### config.mk
export PLATFORM = sky130hd
export DESIGN_NAME = mdc_req_ctrl
export DESIGN_NICKNAME = d
export VERILOG_FILES = /design/src/rtl/mdc_pkg.sv /design/src/rtl/mdc_watchdog.sv /design/src/rtl/mdc_req_ctrl.sv
export SDC_FILE = /design/constraint.sdc
export NUM_CORES = 1
export LEC_CHECK = 0
export CAP_MARGIN = 10
export CORE_ASPECT_RATIO = 0.5
export CORE_MARGIN = 4
export CORE_UTILIZATION = 48
export DETAILED_ROUTE_END_ITERATION = 6
export PLACE_DENSITY = 0.88
export SYNTH_ARGS = -nofsm -noshare
export SYNTH_HDL_FRONTEND = slang
export SYNTH_HIERARCHICAL = 1
export SYNTH_SLANG_ARGS = --single-unit
### constraint.sdc
create_clock -name clk -period 2.2 [get_ports clk]
set_input_delay 0.66 -clock clk [delete_from_list [all_inputs] [get_ports clk]]
set_output_delay 0.66 -clock clk [all_outputs]
set_load 0.02 [all_outputs]
### src/rtl/mdc_pkg.sv
// Shared constants for the GCD (MDC) request front-end and the core it drives.
package mdc_pkg;

  // Operand/result width shared with the GCD core.
  localparam int MDC_WIDTH = 8;

  // Front-end controller state encoding.
  localparam logic [2:0] ST_IDLE  = 3'd0;
  localparam logic [2:0] ST_RUN   = 3'd1;
  localparam logic [2:0] ST_DRAIN = 3'd2;
  localparam logic [2:0] ST_RESP  = 3'd3;
  localparam logic [2:0] ST_ABORT = 3'd4;

endpackage

### src/rtl/mdc_watchdog.sv
// Run-length counter for the GCD front-end: counts cycles while enabled,
// clears on request, saturates at all-ones, flags the last allowed cycle.
module mdc_watchdog
  import mdc_pkg::*;
#(
  parameter int CNT_W      = 16,
  parameter int MAX_CYCLES = 1000
) (
  input  logic             clk,
  input  logic             rst,
  input  logic             i_clr,
  input  logic             i_en,
  output logic [CNT_W-1:0] o_cnt,
  output logic             o_tc
);

  logic [CNT_W-1:0] r_cnt;

  // Counter: clear has priority over enable; holds once it reaches all-ones.
  always_ff @(posedge clk) begin
    if (rst) begin
      r_cnt <= '0;
    end else if (i_clr) begin
      r_cnt <= '0;
    end else if (i_en && (r_cnt != {CNT_W{1'b1}})) begin
      r_cnt <= r_cnt + 1'b1;
    end
  end

  assign o_cnt = r_cnt;
  // Terminal count: this RUN cycle is the last one the budget allows.
  assign o_tc  = (r_cnt == CNT_W'(MAX_CYCLES - 1));

endmodule

### src/rtl/mdc_req_ctrl.sv
// Request/response front-end for the GCD core: takes one operand pair,
// holds start to the core until done, then returns result and cycle count.
// A watchdog aborts over-long runs with a one-cycle core reset.
module mdc_req_ctrl
  import mdc_pkg::*;
#(
  parameter int WIDTH      = MDC_WIDTH,
  parameter int CNT_W      = 16,
  parameter int MAX_CYCLES = 1000
) (
  input  logic             clk,
  input  logic             rst,
  input  logic             in_valid,
  output logic             in_ready,
  input  logic [WIDTH-1:0] in_a,
  input  logic [WIDTH-1:0] in_b,
  output logic [WIDTH-1:0] core_a,
  output logic [WIDTH-1:0] core_b,
  output logic             core_start,
  output logic             core_rst,
  input  logic             core_done,
  input  logic [WIDTH-1:0] core_result,
  output logic             out_valid,
  input  logic             out_ready,
  output logic [WIDTH-1:0] out_gcd,
  output logic [CNT_W-1:0] out_cycles,
  output logic             out_timeout
);

  logic [2:0]       r_state;
  logic             r_in_ready;
  logic [WIDTH-1:0] r_core_a;
  logic [WIDTH-1:0] r_core_b;
  logic             r_core_start;
  logic             r_core_rst;
  logic             r_out_valid;
  logic [WIDTH-1:0] r_out_gcd;
  logic [CNT_W-1:0] r_out_cycles;
  logic             r_out_timeout;

  logic             w_accept;
  logic             w_resp_hs;
  logic             w_run;
  logic [CNT_W-1:0] w_cnt;
  logic             w_tc;

  assign w_accept  = in_valid && r_in_ready;
  assign w_resp_hs = r_out_valid && out_ready;
  assign w_run     = (r_state == ST_RUN);

  mdc_watchdog #(
    .CNT_W      (CNT_W),
    .MAX_CYCLES (MAX_CYCLES)
  ) u_wdog (
    .clk   (clk),
    .rst   (rst),
    .i_clr (w_accept),
    .i_en  (w_run),
    .o_cnt (w_cnt),
    .o_tc  (w_tc)
  );

  // Controller FSM; every output is a register updated here.
  always_ff @(posedge clk) begin
    if (rst) begin
      r_state       <= ST_IDLE;
      r_in_ready    <= 1'b1;
      r_core_a      <= '0;
      r_core_b      <= '0;
      r_core_start  <= 1'b0;
      r_core_rst    <= 1'b0;
      r_out_valid   <= 1'b0;
      r_out_gcd     <= '0;
      r_out_cycles  <= '0;
      r_out_timeout <= 1'b0;
    end else begin
      case (r_state)
        ST_IDLE: begin
          if (w_accept) begin
            r_core_a      <= in_a;
            r_core_b      <= in_b;
            r_out_timeout <= 1'b0;
            r_in_ready    <= 1'b0;
            // start is up in the first RUN cycle
            r_core_start  <= 1'b1;
            r_state       <= ST_RUN;
          end
        end
        ST_RUN: begin
          // done takes precedence over the budget running out
          if (core_done) begin
            r_out_gcd    <= core_result;
            r_out_cycles <= w_cnt;
            r_core_start <= 1'b0;
            r_state      <= ST_DRAIN;
          end else if (w_tc) begin
            // abort outputs are registered so they show during ABORT
            r_core_start  <= 1'b0;
            r_core_rst    <= 1'b1;
            r_out_gcd     <= '0;
            r_out_cycles  <= CNT_W'(MAX_CYCLES);
            r_out_timeout <= 1'b1;
            r_state       <= ST_ABORT;
          end
        end
        ST_DRAIN: begin
          // let the core fall back to its wait state before responding
          if (!core_done) begin
            r_out_valid <= 1'b1;
            r_state     <= ST_RESP;
          end
        end
        ST_ABORT: begin
          r_core_rst  <= 1'b0;
          r_out_valid <= 1'b1;
          r_state     <= ST_RESP;
        end
        ST_RESP: begin
          if (w_resp_hs) begin
            r_out_valid <= 1'b0;
            r_in_ready  <= 1'b1;
            r_state     <= ST_IDLE;
          end
        end
        default: begin
          r_state      <= ST_IDLE;
          r_in_ready   <= 1'b1;
          r_core_start <= 1'b0;
          r_core_rst   <= 1'b0;
          r_out_valid  <= 1'b0;
        end
      endcase
    end
  end

  assign in_ready    = r_in_ready;
  assign core_a      = r_core_a;
  assign core_b      = r_core_b;
  assign core_start  = r_core_start;
  assign core_rst    = r_core_rst;
  assign out_valid   = r_out_valid;
  assign out_gcd     = r_out_gcd;
  assign out_cycles  = r_out_cycles;
  assign out_timeout = r_out_timeout;

endmodule

### Yosys cells after proc, flatten, opt, wreduce, memory -nomap -nowiden

Index checks and enable logic that the tools add are counted.

* add/sub/neg operators: 1
* multiply operators: 0
* divide/modulo/power cells: 0
* $lt $le $gt $ge: 0
* equality and inequality tests: 12
* shifts and indexed selects: 0
* multiplexer cells: 24
* bitwise operators: 4
* reductions and logical operators: 19

Operators by type and width (number)
* $mux W16: 2
* $add A16 B1 Y16 const B: 1
* $eq A16 B10 Y1 const B: 1
* $mux W8: 2
* $ne A16 B16 Y1 const B: 1
* $mux W3: 5
* $pmux W3 S5: 1
* $reduce_and A3 Y1: 4
* $mux W1: 9
* $reduce_or A3 Y1: 3
* $ne A2 B2 Y1 const B: 4
* $reduce_and A4 Y1: 2
* $eq A3 B2 Y1 const B: 2
* $pmux W1 S3: 2
* $not A1 Y1: 4
* $pmux W1 S2: 2
* $pmux W1 S4: 1
* $reduce_and A2 Y1: 2
* $reduce_bool A2 Y1: 2
* $reduce_or A2 Y1: 2
* $eq A3 B1 Y1 const B: 1
* $eq A3 B3 Y1 const B: 1
* $logic_and A1 B1 Y1: 3
* $logic_not A3 Y1: 1
* other kinds (2): 2

* register bits after elaboration: 64
* latch bits: 0
* bits in writable memories: 0
* bits in read-only memories: 0
* input bits: 29
* output and inout bits: 45
* logic and storage cells: 71
* memories kept: 0

### Depth between registers and ports, before layout

Gate-level depths: netlist (run 1).

* depth in word-level cells: 4
* gate-level depth with buffers: 8
* gate-level depth less buffers: 6

### By module

Netlist (run 1), hierarchy kept.

By module, submodules not included
* mdc_req_ctrl: times used 1, cells each 229, area each 1954.4 µm², sequential area each 960.9 µm²
* mdc_watchdog: times used 1, cells each 110, area each 899.6 µm², sequential area each 320.3 µm²

### Worst setup path before layout (run 1)

Ideal clock, no wire load.

* path type: register to register
* start point: reg r_state[2]
* end point: reg u_wdog.r_cnt[9], in the netlist u_wdog/o_cnt[9]
* arrival: 1964 ps
* required time: 2130 ps
* slack: 166 ps
* cell stages (with the launch flop): 9
* path buffers: 2
* cells stage by stage: dfxtp_1 > or3b_1 > buf_6 > inv_6 > nand2_1 > or3_1 > buf_2 > or4_1 > a21oi_1

* word-level cells in the longest chain between the ends: 2

RTL lines
* start, declared: RTL line mdc_req_ctrl.sv:30 `logic [2:0] r_state;`
* start signal, assigned: RTL line mdc_req_ctrl.sv:66 `r_state <= ST_IDLE;`
* start signal, assigned: RTL line mdc_req_ctrl.sv:86 `r_state <= ST_RUN;`
* start signal, assigned: RTL line mdc_req_ctrl.sv:95 `r_state <= ST_DRAIN;`
* $eq A3 B1 Y1: RTL line mdc_req_ctrl.sv:49 `assign w_run = (r_state == ST_RUN);`
* via w_run: RTL line mdc_req_ctrl.sv:43 `logic w_run;`
* $logic_and A1 B1 Y1: RTL line mdc_watchdog.sv:25 `end else if (i_en && (r_cnt != {CNT_W{1'b1}})) begin`
* end signal, assigned: RTL line mdc_watchdog.sv:26 `r_cnt <= r_cnt + 1'b1;`
* end, declared: RTL line mdc_watchdog.sv:17 `logic [CNT_W-1:0] r_cnt;`

The timed path passes the listed nets, and every way through them passes these cells.
A chain may end at the register's enable or synchronous reset.

### Worst setup path in the final report (run 1)

* start point: reg r_state[2]
* end point: reg u_wdog.r_cnt[7], in the netlist u_wdog/o_cnt[7]

The elaborated chain is that of the path after synthesis.

==> flow_metrics.tcl, run 1 <==
set metrics [dict create \
    cp_cell_sequence "or3b_1 -> inv_6 -> nand2_1 -> or3_1 -> or4_1 -> a21oi_1" \
    synthSimpleGateAreaFrac_pct 25.6 \
    cts_tree "done" \
    path_max_fanout 15 \
    cp.arrival_ns 2.35 \
    final_cell_mix "clkdlybuf4s50_1, dfxtp_1, a21oi_1" \
    synth_xor_area_share_pct 0.307 \
    ios 74 \
    worst_pin_slew_ns 0.709 \
    start_util_pct 50.9 \
    finalCritPeriodShare_pct 95.2 \
    num-nets-final 438 \
    cts_root_buf "clkbuf_16" \
    clkSlewWorstSetupHoldPaths_ns 0.05 \
    multi_input_area_mm2 0.00141 \
    drc_errors 0 \
    maxCapViolations 0 \
    dp_hpwl_mm 5.32 \
    synth_top_family_by_area "simple AND/OR/NAND/NOR gates" \
    p_clk_share_pct 46.2 \
    synthMuxAreaShare_pct 0.701 \
    clk-insertion-delay-late_ns 0.33 \
    fin_crit_ns 2.09 \
    worst_setup_path_start_kind "register" \
    p_leak_nw 1.35 \
    status "finished, final reports clean" \
    p_sw_share_pct 24.7 \
    wire_per_inst_um 16.5 \
    synth_compound_area_share_pct 22.4 \
    yosysTopAreaCellShare_pct 44.9 \
    ant_nets 0 \
    max_freq_ghz 0.478 \
    critPathLaunch "r_state[2]$_SDFFE_PP0P_" \
    syn_inst 339 \
    hold_viol_final 0 \
    dieArea_mm2 0.00732 \
    cts_hold_buf 0 \
    hold_class "register to register" \
    critPathSlowestCell "or3b_1" \
    synth.area.top_cells "dfxtp_1, a21oi_1, o21ai_0, nand2_1, nand3_1" \
    reg2reg_from "r_state[2]$_SDFFE_PP0P_" \
    required_ns 2.45 \
    ys.flop_type "dfxtp_1" \
    track_usage_pct 22.6 \
    ys_types 52 \
    die_height_um 62.5 \
    drtIter0Drc 147 \
    synth-edff-count 0 \
    grt_max_degree 27 \
    seqCellArea_mm2 0.00128 \
    drt_pre_antenna_iters 4 \
    placedInstanceArea_mm2 0.00364 \
    ir_worst_vdd_mv 0.594 \
    holdWs_ns 0.475 \
    pwr-share-seq_pct 38.8 \
    final-max-slew-violation-count 0 \
    synth_top_cell_by_area "dfxtp_1" \
    synth_nets 369 \
    gp_congestion 0.869 \
    fin_area_mm2 0.00396 \
    grt_pass1_wl_mm 13.2 \
    synthAdderAreaFrac_pct 0.438 \
    ys_ff_latch 64 \
    end_kind "register" \
    yosys_warnings 6 \
    num_rows 19 \
    die_w_um 117 \
    p_comb_share_pct 15.0 \
    p_per_area_mw_per_mm2 814 \
    portBuffers 73 \
    relSlewSlack_pct 52.7 \
    core_mm2 0.00561 \
    layout-drive-gt1-share_pct 10.2 \
    clockBufferDepth 2 \
    place_ws_ns -0.0436 \
    switching_power_uw 795 \
    syn_area_mm2 0.00285 \
    skew_ns 0.00617 \
    crit_type "register to register" \
    post-route-worst-setup-slack_ns 0.106 \
    hold_path.startpoint "core_a[2]$_SDFFE_PP0P_" \
    grt_pass1_vias 2862 \
    intPower_mw 2.43 \
    viasPerCell 6.03 \
    final-setup-viol-count 0 \
    cts-buffers-inserted 9 \
    htreeDepth 3 \
    antennaDiodeCount 0 \
    slowest_delay_ns 0.46 \
    avgSynthCellArea_um2 8.42 \
    rsz0062_at_grt "false" \
    antenna_found_initial 0 \
    cts_setup_buffers 0 \
    synthArstFlopShare_pct 0 \
    layout_commonest_cell "clkdlybuf4s50_1" \
    area_growth_pct 38.7 \
    grt_overflow_total 0 \
    totalPowerFinal_mw 3.22 \
    n_fill_cell 370 \
    yosysSeqAreaShare_pct 44.9 \
    clock-sinks 64 \
    finalWirelength_mm 8.01 \
    dr_total_vias 2930 \
]
-- sequential cells by signal, indices dropped and copies added (netlist names) --
register      count
out_cycles       16
in_ready          1
core_start        1
core_b            8
out_gcd           8
u_wdog/o_cnt     16
core_rst          1
out_timeout       1
core_a            8
out_valid         1
r_state           3
-- cell type report --
cell class              instances  area share, %
clock inverters                 5           2.06
inverters                       7          0.790
well taps                      73           2.31
multi-input cells             243           35.7
repair buffers                 83           20.9
flip-flops and latches         64           32.4
clock buffers                  11           5.88
-- power by group through the flow --
stage          Combinational [mW]  Sequential (mW)  Clock (mW)
6_report                    0.482             1.25        1.49
5_1_grt                     0.518             1.26        1.56
4_1_cts                     0.481             1.25        1.51
3_5_place_dp                0.475             1.27           0
3_3_place_gp                0.463             1.27           0
2_1_floorplan               0.216             1.33           0
-- Yosys cell counts, drive strengths merged (2+ instances only) --
cell type / instances
nand4: 9
o41ai: 2
or3: 6
nand4bb: 2
nor2: 14
nand3: 21
nor4: 2
dfxtp: 64
nor3: 12
or4b: 3
mux2i: 2
and2: 2
o21a: 2
a21oi: 55
or2: 3
o21ai: 40
a31oi: 4
or4: 7
o31ai: 5
clkbuf: 13
buf: 12
nand2: 30
inv: 7
and4: 5
and4bb: 2
-- through the flow --
stage / utilization [%] / cells / setup TNS [ns]
CTS: 70.5 / 486 / 0
global route: 70.5 / 486 / 0
detailed placement: 64.9 / 470 / -0.138
global placement: 64.9 / 470 / 0
finish: 70.5 / 486 / 0
floorplan: - / 339 / 0
-- worst max-delay path, delay by kind of cell (launching register included) --
| kind | cells | cell delay, ns |
|---|---|---|
| AOI/OAI and AO/OA | 1 | 0.15 |
| buffers and inverters | 1 | 0.16 |
| and+or+nand+nor | 4 | 1.40 |
| DFF | 1 | 0.31 |
-- metal layers --
layer	wire length [um]	GRT usage [%]	up-vias
li1	-	-	1380
met1	3260	25.9	1384
met2	3870	37.5	132
met3	580	7.45	34
met4	304	11.4	0
met5	0	0	-
-- final timing paths --
| check | to | slack, ns | cells past startpoint |
|---|---|---|---|
| hold / removal | core_a[2]$_SDFFE_PP0P_ | 0.47 | 2 |
| setup / recovery | u_wdog/o_cnt[7]$_SDFFE_PP0P_ | 0.11 | 6 |
| hold reg to reg | core_a[2]$_SDFFE_PP0P_ | 0.47 | 2 |
| setup reg to reg | u_wdog/o_cnt[7]$_SDFFE_PP0P_ | 0.11 | 6 |
-- cell families after synthesis --
family                   Yosys count
buffers and inverters             32
AND/OR/NAND/NOR                  124
multiplexers                       2
AO/OA/AOI/OAI                    115
flip-flops                        64
XOR/XNOR                           1
adder cells (fa/ha/maj)            1
-- what timing repair did --
item	4_1_cts	5_1_grt
endpoints found under the setup margin	0	3
hold endpoints to repair	0	0
resized for setup	0	1
Power figures use the tool's default switching activity.
==> inputs of run 2 (changes only) <==
--- a/config.mk
+++ b/config.mk
@@ -15,3 +15,4 @@
 export SYNTH_HDL_FRONTEND = slang
 export SYNTH_HIERARCHICAL = 1
 export SYNTH_SLANG_ARGS = --single-unit
+export TNS_END_PERCENT = 50
==> results of run 2 <==
Final layout, timing and power as in run 1 (identical DEF).
==> inputs of run 3 (changes only) <==
--- a/config.mk
+++ b/config.mk
@@ -11,6 +11,7 @@
 export CORE_UTILIZATION = 48
 export DETAILED_ROUTE_END_ITERATION = 6
 export PLACE_DENSITY = 0.88
+export SLEW_MARGIN = 40
 export SYNTH_ARGS = -nofsm -noshare
 export SYNTH_HDL_FRONTEND = slang
 export SYNTH_HIERARCHICAL = 1
==> results of run 3 <==
Final layout, timing and power as in run 1 (identical DEF).
